**config.mk**
```make
export PLATFORM = sky130hd
export DESIGN_NAME = game_screen_ctrl
export DESIGN_NICKNAME = d
export VERILOG_FILES = /design/src/rtl/game_screen_ctrl_pkg.sv /design/src/rtl/game_screen_ctrl_blank_timer.sv /design/src/rtl/game_screen_ctrl.sv
export SDC_FILE = /design/constraint.sdc
export NUM_CORES = 1
export LEC_CHECK = 0
export BUFFER_PORTS_ARGS = -buffer_cell sky130_fd_sc_hd__buf_2
export CORE_UTILIZATION = 58
export CTS_CLUSTER_SIZE = 24
export DETAILED_ROUTE_END_ITERATION = 7
export PLACE_DENSITY_LB_ADDON = 0.3
export SYNTH_ARGS = -nofsm -noshare
export SYNTH_HDL_FRONTEND = slang
export SYNTH_SLANG_ARGS = --single-unit
```
**constraint.sdc**
```tcl
create_clock -name clk -period 6.3 [get_ports clk]
set_input_delay 1.26 -clock clk [delete_from_list [all_inputs] [get_ports clk]]
set_output_delay 1.26 -clock clk [all_outputs]
set_load 0.01 [all_outputs]
```
**src/rtl/game_screen_ctrl_pkg.sv**
```systemverilog
// Shared screen-path constants: state encodings, key codes and complete-screen select codes.
package game_screen_ctrl_pkg;

   typedef enum logic [2:0] {
      SCR_MENU     = 3'd0,
      SCR_PLAY     = 3'd1,
      SCR_COMPLETE = 3'd2,
      SCR_OVER     = 3'd3,
      SCR_ALLCLR   = 3'd4
   } scr_e;

   localparam logic [4:0] KEY_SEL  = 5'h1d;
   localparam logic [4:0] KEY_MOVE = 5'h1e;

   localparam logic [1:0] SEL_RESTART = 2'b00;
   localparam logic [1:0] SEL_MENU    = 2'b01;
   localparam logic [1:0] SEL_NEXT    = 2'b10;
   localparam logic [1:0] SEL_NONE    = 2'b11;

endpackage

```
**src/rtl/game_screen_ctrl_blank_timer.sv**
```systemverilog
// Loadable down-counter with a busy flag; saturates at zero.
// Used for the inter-screen blank interval and the optional stage timer.
module game_screen_ctrl_blank_timer #(
   parameter int unsigned W = 1
) (
   input  logic         clk,
   input  logic         rst,
   input  logic         en,
   input  logic         load,
   input  logic [W-1:0] load_val,
   output logic         busy
);

   logic [W-1:0] cnt_q, cnt_d;

   // Load has priority; otherwise count down while enabled and non-zero.
   always_comb begin
      cnt_d = cnt_q;
      if (load) begin
         cnt_d = load_val;
      end else if (en && (cnt_q != '0)) begin
         cnt_d = cnt_q - W'(1);
      end
   end

   // Counter register.
   always_ff @(posedge clk or posedge rst) begin
      if (rst) cnt_q <= '0;
      else     cnt_q <= cnt_d;
   end

   assign busy = (cnt_q != '0);

endmodule

```
**src/rtl/game_screen_ctrl.sv**
```systemverilog
// Screen sequencer for the game display path: game state FSM, stage index,
// per-screen reset pulse, blank interval between screens and rgb mux.
// Optional macro STAGE_TIMER_EN adds a per-stage play-time limit.
module game_screen_ctrl
   import game_screen_ctrl_pkg::*;
#(
   parameter int unsigned NUM_STAGES     = 3,
   parameter int unsigned BLANK_CYCLES   = 1_000_000,
   parameter int unsigned TIMEOUT_CYCLES = 50_000_000
) (
   input  logic       clk,
   input  logic       rst,
   input  logic [4:0] key_pulse,
   input  logic [1:0] menu_sel,
   input  logic       stage_clear,
   input  logic       stage_fail,
   input  logic [1:0] complete_sel,
   input  logic [2:0] rgb_menu,
   input  logic [2:0] rgb_play,
   input  logic [2:0] rgb_complete,
   input  logic [2:0] rgb_over,
   output logic [2:0] rgb,
   output logic [2:0] screen,
   output logic [1:0] stage,
   output logic       scr_rst,
   output logic       blank
);

   localparam int unsigned BLANK_W = (BLANK_CYCLES > 0) ? $clog2(BLANK_CYCLES + 1) : 1;

   scr_e       screen_q, screen_d;
   logic [1:0] stage_q, stage_d;
   logic       scr_rst_q, scr_rst_d;
   logic       go;
   logic       timeout;

   // Blank interval counter, loaded on every transition.
   game_screen_ctrl_blank_timer #(.W(BLANK_W)) u_blank (
      .clk      (clk),
      .rst      (rst),
      .en       (1'b1),
      .load     (go),
      .load_val (BLANK_W'(BLANK_CYCLES)),
      .busy     (blank)
   );

`ifdef STAGE_TIMER_EN
   localparam int unsigned TMR_W = (TIMEOUT_CYCLES > 2) ? $clog2(TIMEOUT_CYCLES) : 1;
   logic tmr_busy;

   // Play-time limit: reloaded on PLAY entry, runs only in unblanked PLAY.
   game_screen_ctrl_blank_timer #(.W(TMR_W)) u_stage_tmr (
      .clk      (clk),
      .rst      (rst),
      .en       ((screen_q == SCR_PLAY) && !blank),
      .load     (go && (screen_d == SCR_PLAY)),
      .load_val (TMR_W'(TIMEOUT_CYCLES - 1)),
      .busy     (tmr_busy)
   );

   assign timeout = (screen_q == SCR_PLAY) && !blank && !tmr_busy;
`else
   logic unused_timeout_cfg;
   assign unused_timeout_cfg = ^TIMEOUT_CYCLES;
   assign timeout = 1'b0;
`endif

   // Next-state: events are only honoured outside the blank interval.
   always_comb begin
      screen_d  = screen_q;
      stage_d   = stage_q;
      go        = 1'b0;
      if (!blank) begin
         case (screen_q)
            SCR_MENU: begin
               if ((menu_sel != SEL_NONE) && (32'(menu_sel) < NUM_STAGES)) begin
                  screen_d = SCR_PLAY;
                  stage_d  = menu_sel;
                  go       = 1'b1;
               end
            end
            SCR_PLAY: begin
               if (stage_clear) begin
                  screen_d = SCR_COMPLETE;
                  go       = 1'b1;
               end else if (stage_fail || timeout) begin
                  screen_d = SCR_OVER;
                  go       = 1'b1;
               end
            end
            SCR_COMPLETE: begin
               case (complete_sel)
                  SEL_RESTART: begin
                     screen_d = SCR_PLAY;
                     go       = 1'b1;
                  end
                  SEL_MENU: begin
                     screen_d = SCR_MENU;
                     stage_d  = 2'd0;
                     go       = 1'b1;
                  end
                  SEL_NEXT: begin
                     if (32'(stage_q) == NUM_STAGES - 1) begin
                        screen_d = SCR_ALLCLR;
                     end else begin
                        screen_d = SCR_PLAY;
                        stage_d  = stage_q + 2'd1;
                     end
                     go = 1'b1;
                  end
                  default: ;
               endcase
            end
            SCR_OVER, SCR_ALLCLR: begin
               if (key_pulse == KEY_SEL) begin
                  screen_d = SCR_MENU;
                  stage_d  = 2'd0;
                  go       = 1'b1;
               end
            end
            default: begin
               screen_d = SCR_MENU;
               stage_d  = 2'd0;
            end
         endcase
      end
      scr_rst_d = go;
   end

   // State, stage and screen-reset registers.
   always_ff @(posedge clk or posedge rst) begin
      if (rst) begin
         screen_q  <= SCR_MENU;
         stage_q   <= 2'd0;
         scr_rst_q <= 1'b0;
      end else begin
         screen_q  <= screen_d;
         stage_q   <= stage_d;
         scr_rst_q <= scr_rst_d;
      end
   end

   // Pixel mux from registered state; black while blanking.
   always_comb begin
      rgb = 3'b000;
      if (!blank) begin
         case (screen_q)
            SCR_MENU:             rgb = rgb_menu;
            SCR_PLAY:             rgb = rgb_play;
            SCR_COMPLETE:         rgb = rgb_complete;
            SCR_OVER, SCR_ALLCLR: rgb = rgb_over;
            default:              rgb = 3'b000;
         endcase
      end
   end

   assign screen  = screen_q;
   assign stage   = stage_q;
   assign scr_rst = scr_rst_q;

endmodule

```
### Word-level counts from Yosys, hierarchy flattened

Index checks and enable logic that the tools add are counted.

* muxes and demuxes: 23
* reduce and logical (&&, ||, !) cells: 9
* add/sub/neg operators: 2
* divide/modulo/power cells: 0
* equal/unequal tests: 15
* bitwise gates (word level): 2
* order comparisons: 1
* multiply operators: 0
* shifts and indexed selects: 0

Operator list (count)
* 20-bit 2-to-1 mux: 2
* 3-bit case mux with 4 select lines: 2
* 20-bit nonzero test: 1
* 20-bit by 1-bit subtractor with 20-bit output, second input constant: 1
* 3-bit 2-to-1 mux: 6
* 3-bit case mux with 3 select lines: 1
* 2-bit case mux with 4 select lines: 1
* 3-bit by 2-bit equality test with 1-bit output, second input constant: 2
* 1-bit 2-to-1 mux: 6
* 2-bit 2-to-1 mux: 3
* 2-bit inequality test, second input constant: 3
* 3-bit inequality test, second input constant: 2
* 6-bit AND reduction: 1
* 5-bit equality test, second input constant: 1
* 5-bit AND reduction: 1
* 2-bit equality test, second input constant: 2
* 4-bit by 1-bit inequality test with 1-bit output, second input constant: 1
* 1-bit case mux with 4 select lines: 1
* 2-bit case mux with 2 select lines: 1
* 3-bit by 1-bit equality test with 1-bit output, second input constant: 1
* 3-bit equality test, second input constant: 1
* 3-bit zero test: 1
* 3-bit by 1-bit inequality test with 1-bit output, second input constant: 1
* 3-bit OR reduction: 1
* other kinds (8): 9

* bits in writable memories: 0
* input bits: 25
* word-level logic and storage cells: 56
* register bits after elaboration: 26
* memories kept: 0
* latch bits: 0
* bits in read-only memories: 0

### Longest topological paths before layout

Gate-level depths: netlist (run 1).

* depth after elaboration: 6
* depth in mapped cells: 9

### Cells and area by module

From an unflattened synthesis (run 1), not the netlist that was laid out.

* cell total of the unflattened synthesis: 225
* area total of the unflattened synthesis: 1966.9 sq um

By module, submodules not included
* game_screen_ctrl_blank_timer: area an instance 1335.0 sq um, cells each 152, instances 1
* game_screen_ctrl: area an instance 631.9 sq um, cells each 73, instances 1

### Worst setup path after synthesis (run 1)

Ideal clock, no wire load.

* path type: input -> output
* start: input rgb_over[0]
* end: output rgb[0]
* slack: 3.176 ns
* data arrival time: 1.864 ns
* cell stages on the path: 3
* path buffers: 0
* cells stage by stage: mux4_2 nand2b_1 a21oi_1

* longest elaborated chain between the ends: 2

RTL lines
* start, declared: line game_screen_ctrl.sv:21 `input logic [2:0] rgb_over,`
* 3-bit case mux with 4 select lines: line game_screen_ctrl.sv:147 `case (screen_q)`
* 3-bit 2-to-1 mux: line game_screen_ctrl.sv:146 `if (!blank) begin`
* end, declared: line game_screen_ctrl.sv:22 `output logic [2:0] rgb,`

No other way between the ends.

### Worst setup path after layout (run 1)

* start: register u_blank.cnt_q[9]
* end: output rgb[0]

* longest elaborated chain between the ends: 2

RTL lines
* start, declared: line game_screen_ctrl_blank_timer.sv:14 `logic [W-1:0] cnt_q, cnt_d;`
* start signal, assigned: line game_screen_ctrl_blank_timer.sv:29 `else cnt_q <= cnt_d;`
* 20-bit nonzero test: line game_screen_ctrl_blank_timer.sv:32 `assign busy = (cnt_q != '0);`
* 3-bit 2-to-1 mux: line game_screen_ctrl.sv:146

No other way between the ends.

==> results.toml, run 1 <==
[detailed_routing]
vias = 1448
dr.pass1.iters = 4
first_iter_violations = 46
drcViolationCount = 0
avgRoutedWirePerCell_microns = 15.47
antenna_left = 0
viasPerCell = 6.241
wl_mm = 3.590

[yosys]
synth-xor-area-share = 0.04255
synth_fa_ha_area_frac = 0.05319
synth-edff-count = 0
netlist_instances = 172
synthFlopType = "dfrtp_1"
synth_seq_cells = 26
synth-compound-area-share = 0.1353
synth-simple-area-share = 0.2568
syn-cell-area_sq_mm = 0.001647
synth_nets = 204
synth_warnings = 0
syn-mean-instance-area_sq_um = 9.573
ys_types = 51
synthArstFlopShare = 1.000
synthMuxAreaShare = 0.06687
yosysSeqAreaShare = 0.3951
synth_top_family_by_area = "simple AND/OR/NAND/NOR gates"

[status]
status = "complete, no violations"

[power]
p_sw_mw = 0.08227
power_density_mw_per_mm2 = 163.2
power.internal_mw = 0.2172
peakVddDrop_mv = 0.1784
p_seq_frac = 0.598
combPwrFrac = 0.176
switching_share = 0.2747
pwr-share-clk = 0.226
total_power_mw = 0.2994
leakagePower_nw = 0.8638

[floorplanning]
coreArea_sq_mm = 0.002590
io_pins = 35
start_util = 0.6357
num_rows = 18
die_h_microns = 55.28
die_x_microns = 55.28
die_area_sq_mm = 0.003056

[place]
place_hpwl_mm = 2.772
gp_congestion = 0.8392
io_buffers = 34
place_inst = 229

[critical_path]
crit_cells = 6
critical_path_buf_inv_count = 2
crit_family = "simple AND/OR/NAND/NOR gates"
crit_type = "register to output pin"
max_stage_delay_ns = 0.57
critical_path_arrival_ns = 2.49
crit_chain = "or4_4 -> nor3_2 -> and3_1 -> inv_4 -> a21oi_1 -> buf_2"
end_kind = "output pin"
cpMaxStageDelayCell = "or4_4"
critPathRequiredTime_ns = 5.04
cp_max_fo = 15
cp-start-kind = "register"
rr_worst_depth = 6

[sta]
tightestPinTransition_ns = 0.9365
fin_skew_ns = 0.008063
grt_setup_unrepaired = "no"
relSlewSlack = 0.3750
hold_violations = 0
fin_crit_ns = 3.749
period_share = 0.5951
setup_viol = 0
holdWs_ns = 0.5055
fin_tns_setup_ns = 0
max_freq_ghz = 0.2667
drv_slew = 0

[global_route]
grt_pass1_wl_mm = 6.341
grt-ovfl-total = 0
grt_pass1_vias = 1330
antenna_found_initial = 0
grt_util_all_layers = 0.2615
grt_max_degree = 27

[cts]
cts_tree = "built"
cts_buffers = 3
clock-sinks = 26
post-cts-setup-buffers = 0
cts_resized = 0
hold_buffers = 0
insertion_delay_ns = 0.32
path_clk_slew_ns = 0.12
clk_path_buf_depth = 2
htree_num_levels = 1
cts_root_buf = "clkbuf_4"

[finish]
insertedDiodeCount = 0
nNetsFinal = 236
drive_gt1_frac = 0.2426
fill_cells = 202
area_delta_synth_final_pct = 11.40
final_cells = 232
final_core_util = 0.7082

[min_path]
min_path_type = "register to register"
min_path_cells = 1

[flow_run]
drv_cap = 0
## Yosys cell counts (all sizes together), types with 2 or more instances
cell type   n  share of area
a211oi      3          0.014
a21oi      11          0.033
and2        3          0.011
and3        3          0.011
buf         4          0.019
clkbuf      3         0.0068
dfrtp      26           0.40
ha          7          0.053
inv        10          0.024
mux2        2          0.014
mux2i       2          0.012
mux4        3          0.041
nand2       7          0.016
nand2b      5          0.019
nand3       6          0.018
nor2       12          0.029
nor3       16          0.062
nor4        5          0.019
o21ai       9          0.027
o31ai       2         0.0091
or2         2         0.0076
or3         2         0.0076
or4         4          0.021
xnor2       3          0.016
xor2        5          0.027
## per-layer routing
metal | global-route usage | vias up | share of wire
li1 | - | 696 | -
met2 | 0.4148 | 59 | 0.50
met4 | 0.09643 | 0 | 0.030
met5 | 0 | - | 0
met1 | 0.3549 | 678 | 0.42
met3 | 0.05386 | 15 | 0.051
## path summary, 6_finish.rpt
path                                     end              start  slack, ns
hold / removal             u_blank.cnt_q[15]  u_blank.cnt_q[15]       0.51
setup / recovery                      rgb[0]   u_blank.cnt_q[9]       2.55
min in group asynchronous  u_blank.cnt_q[16]                rst       1.12
max in group asynchronous  u_blank.cnt_q[10]                rst       4.60
setup reg to reg                    stage[1]   u_blank.cnt_q[9]       3.59
hold reg to reg            u_blank.cnt_q[15]  u_blank.cnt_q[15]       0.51
## layout by cell type (no fill, tap or decap), types with 2 or more instances in the layout
cell / synthesis / routed
or4_1: 3 / 3
nor2_1: 11 / 11
and3_1: 3 / 3
a211oi_1: 3 / 3
clkbuf_4: 0 / 3
a21oi_1: 11 / 11
buf_2: 1 / 34
inv_1: 9 / 9
nor3_2: 2 / 2
xor2_1: 5 / 5
nor3_1: 13 / 13
mux4_2: 3 / 3
mux2i_1: 2 / 2
nor4_1: 5 / 5
xnor2_1: 3 / 3
o21ai_0: 9 / 9
dfrtp_1: 26 / 26
and2_1: 3 / 3
nand3_1: 6 / 6
o31ai_1: 2 / 2
ha_1: 7 / 7
nand2_1: 7 / 7
nand2b_1: 5 / 5
or3_1: 2 / 2
## final cells by class
cell class	instances	area, sq um	share of cell area
Tap cell	30	37.54	0.02046
Clock buffer	3	22.52	0.01228
Inverter	10	40.04	0.02183
Sequential cell	26	650.6	0.3547
Timing Repair Buffer	34	170.2	0.09277
Multi-Input combinational cell	129	913.4	0.4980
## registers in the layout, indices dropped and copies added (netlist names)
| signal | flops |
|---|---|
| u_blank.cnt_q | 20 |
| stage | 2 |
| screen | 3 |
| scr_rst | 1 |
## power by group through the flow
stage,registers [mW],logic [mW],clock network [mW]
after floorplan,0.176,0.0396,0
after global placement,0.181,0.0498,0
after detailed placement,0.182,0.0530,0
after CTS,0.179,0.0530,0.0707
after global routing,0.180,0.0592,0.0754
final,0.179,0.0526,0.0678
## kinds of logic after synthesis
logic type / Yosys count
and+or+nand+nor: 72
AOI/OAI and AO/OA: 35
DFF: 26
buffers and inverters: 17
xor gates and xnor gates: 8
muxes: 7
adders and majority gates: 7
## stage by stage
step	setup slack (ns)	instance area, sq um
2_1_floorplan	3.176	1647
3_3_place_gp	2.954	1812
3_5_place_dp	2.917	1812
4_1_cts	2.570	1834
5_1_grt	2.370	1834
6_report	2.551	1834
(Power assumes the default switching activity.)
==> run 2: changes to the inputs <==
--- a/config.mk
+++ b/config.mk
@@ -5,8 +5,9 @@
 export SDC_FILE = /design/constraint.sdc
 export NUM_CORES = 1
 export LEC_CHECK = 0
+export ABC_AREA = 1
 export BUFFER_PORTS_ARGS = -buffer_cell sky130_fd_sc_hd__buf_2
-export CORE_UTILIZATION = 58
+export CORE_UTILIZATION = 50
 export CTS_CLUSTER_SIZE = 24
 export DETAILED_ROUTE_END_ITERATION = 7
 export PLACE_DENSITY_LB_ADDON = 0.3
==> constraint.sdc (replaced) <==
create_clock -name clk -period 3.1 [get_ports clk]
set_input_delay 0.62 -clock clk [delete_from_list [all_inputs] [get_ports clk]]
set_output_delay 0.62 -clock clk [all_outputs]
set_load 0.01 [all_outputs]
==> run 2 against run 1 <==
Effect of this change: critical path depth increased by 1; non-clock buffer count unchanged; die area increased by 34%; power increased by 97%; sequential share of layout area decreased by 5.7 points.
==> results.toml, run 2 <==
[critical_path]
critical_path_buf_inv_count = 2
critPathRequiredTime_ns = 2.48
cp-startpoint = "u_blank.cnt_q[0]"
max_stage_delay_ns = 0.36
critical_path_arrival_ns = 1.76
end_kind = "output pin"
cp_max_fo = 8
cp-start-kind = "register"
cpMaxStageDelayCell = "dfrtp_1"
crit_family = "simple AND/OR/NAND/NOR gates"
crit_chain = "inv_1 -> ha_1 -> nand2_1 -> nor2_1 -> nand4_1 -> a21oi_1 -> buf_2"
rr_startpoint = "u_blank.cnt_q[0]"
crit_type = "register to output pin"

[sta]
max_freq_ghz = 0.4198
holdWs_ns = 0.5039
hold_violations = 0
fin_skew_ns = 0.004294
drv_slew = 0
fin_crit_ns = 2.382
setup_viol = 0
relSlewSlack = 0.3396
period_share = 0.7684
grt_setup_unrepaired = "no"
tightestPinTransition_ns = 0.9895
fin_tns_setup_ns = 0

[yosys]
synth_commonest_cells = "nand2_1 (88), nor2_1 (63), inv_1 (36), dfrtp_1 (26), nand3_1 (23)"
synth_seq_cells = 26
ys_top_cells_by_area = "dfrtp_1 (34%), nand2_1 (17%), nor2_1 (12%)"
yosysMostFrequentCell = "nand2_1"
yosys.area.top_type = "dfrtp_1"
yosysSeqAreaShare = 0.3379
synthArstFlopShare = 1.000
syn-mean-instance-area_sq_um = 6.527
synth_nets = 327
netlist_instances = 295
syn-cell-area_sq_mm = 0.001926
ys_types = 24
synth.top_cell.area_share = 0.3379
synth-edff-count = 0
synth_warnings = 0
synthFlopType = "dfrtp_1"

[floorplanning]
start_util = 0.5220
die_x_microns = 64.06
die_h_microns = 64.06
num_rows = 22
io_pins = 35
die_area_sq_mm = 0.004103
coreArea_sq_mm = 0.003689

[cts]
htree_num_levels = 1
cts_root_buf = "clkbuf_8"
path_clk_slew_ns = 0.09
clock-sinks = 26
cts_tree = "built"
hold_buffers = 0
insertion_delay_ns = 0.28
clk_path_buf_depth = 2
cts_resized = 0
cts_buffers = 3
post-cts-setup-buffers = 0

[place]
place_inst = 376
placed_cell_area_sq_mm = 0.002145
gp_congestion = 0.8978
place_hpwl_mm = 3.429
io_buffers = 34

[finish]
layout_commonest_cell = "nand2_1"
final_core_util = 0.5926
largest_register_ffs = 20
final_area_sq_mm = 0.002186
insertedDiodeCount = 0
largest-register = "u_blank.cnt_q"
layout_common_cells = "nand2_1 (88), nor2_1 (63), inv_1 (36)"
fill_cells = 367
nNetsFinal = 365
final_cells = 379
drive_gt1_frac = 0.1601
area_delta_synth_final_pct = 13.52

[global_route]
grt_util_all_layers = 0.2374
grt_pass1_vias = 1800
grt_pass1_wl_mm = 7.576
antenna_found_initial = 0
grt_max_degree = 27
grt-ovfl-total = 0

[min_path]
min_path_type = "register to register"
worstHoldStart = "u_blank.cnt_q[5]"

[detailed_routing]
viasPerCell = 5.024
antenna_left = 0
avgRoutedWirePerCell_microns = 11.23
wl_mm = 4.258
drcViolationCount = 0
vias = 1904
first_iter_violations = 135
dr.pass1.iters = 4

[power]
peakVddDrop_mv = 0.1395
leakagePower_nw = 1.192
power_density_mw_per_mm2 = 270.2

[status]
status = "complete, no violations"

[flow_run]
drv_cap = 0
[run 2: final timing paths]
| check | to | slack (ns) | cells after the start |
|---|---|---|---|
| max | rgb[2] | 0.72 | 7 |
| min | u_blank.cnt_q[5] | 0.50 | 1 |
| max reg2reg | u_blank.cnt_q[14] | 1.33 | 9 |
| min reg2reg | u_blank.cnt_q[5] | 0.50 | 1 |
| max in group asynchronous | scr_rst | 1.94 | 2 |
| min in group asynchronous | u_blank.cnt_q[15] | 0.56 | 2 |
[run 2: logic make-up (layout without fill, tap and decap cells)]
logic type | after synthesis | after routing | synth area share
and+or+nand+nor | 200 | 200 | 0.4490
buffers and inverters | 38 | 74 | 0.07797
DFF | 26 | 26 | 0.3379
AOI/OAI and AO/OA | 14 | 14 | 0.04418
xor gates and xnor gates | 10 | 10 | 0.04549
adders and majority gates | 7 | 7 | 0.04548
[run 2: per-stage QoR]
stage	setup slack (ns)	power, mW
floorplan	1.225	0.3805
global placement	1.068	0.4039
detailed placement	1.043	0.4050
CTS	0.7226	0.5957
global route	0.5722	0.6179
finish	0.7181	0.5905
[run 2: cell type report]
| class | count | area, sq um | share of cell area |
|---|---|---|---|
| inverter | 37 | 138.9 | 0.06354 |
| clock buffer | 3 | 41.29 | 0.01889 |
| tap | 48 | 60.06 | 0.02748 |
| timing repair buffer | 34 | 170.2 | 0.07785 |
| sequential | 26 | 650.6 | 0.2977 |
| multi-input combinational | 231 | 1125 | 0.5146 |
[run 2: worst register-to-register path, stage by stage (launching register included)]
cell and delay (ns):
dfrtp_1 0.36, inv_1 0.18, ha_1 0.35, nand2_1 0.14, nor2_1 0.28, nand2_1 0.10, nand2_1 0.07, nand2_1 0.05
nor2_1 0.10, nor2_1 0.05
[run 2: per-layer routing]
layer / share of wire / GRT usage / routed length, microns / vias up
li1: - / - / - / 992
met5: 0 / 0 / 0 / -
met3: 0.056 / 0.03750 / 237 / 5
met4: 0.014 / 0.08807 / 61 / 0
met1: 0.49 / 0.3209 / 2073 / 852
met2: 0.44 / 0.3803 / 1885 / 55
[run 2: report_power, final]
group / total (mW) / switching (mW) / leakage (nW) / internal (mW)
registers: 0.343 / 0.00230 / 0.338 / 0.341
clock network: 0.193 / 0.106 / 0.0216 / 0.0874
logic: 0.0545 / 0.0316 / 0.832 / 0.0229
total: 0.591 / 0.139 / 1.19 / 0.451
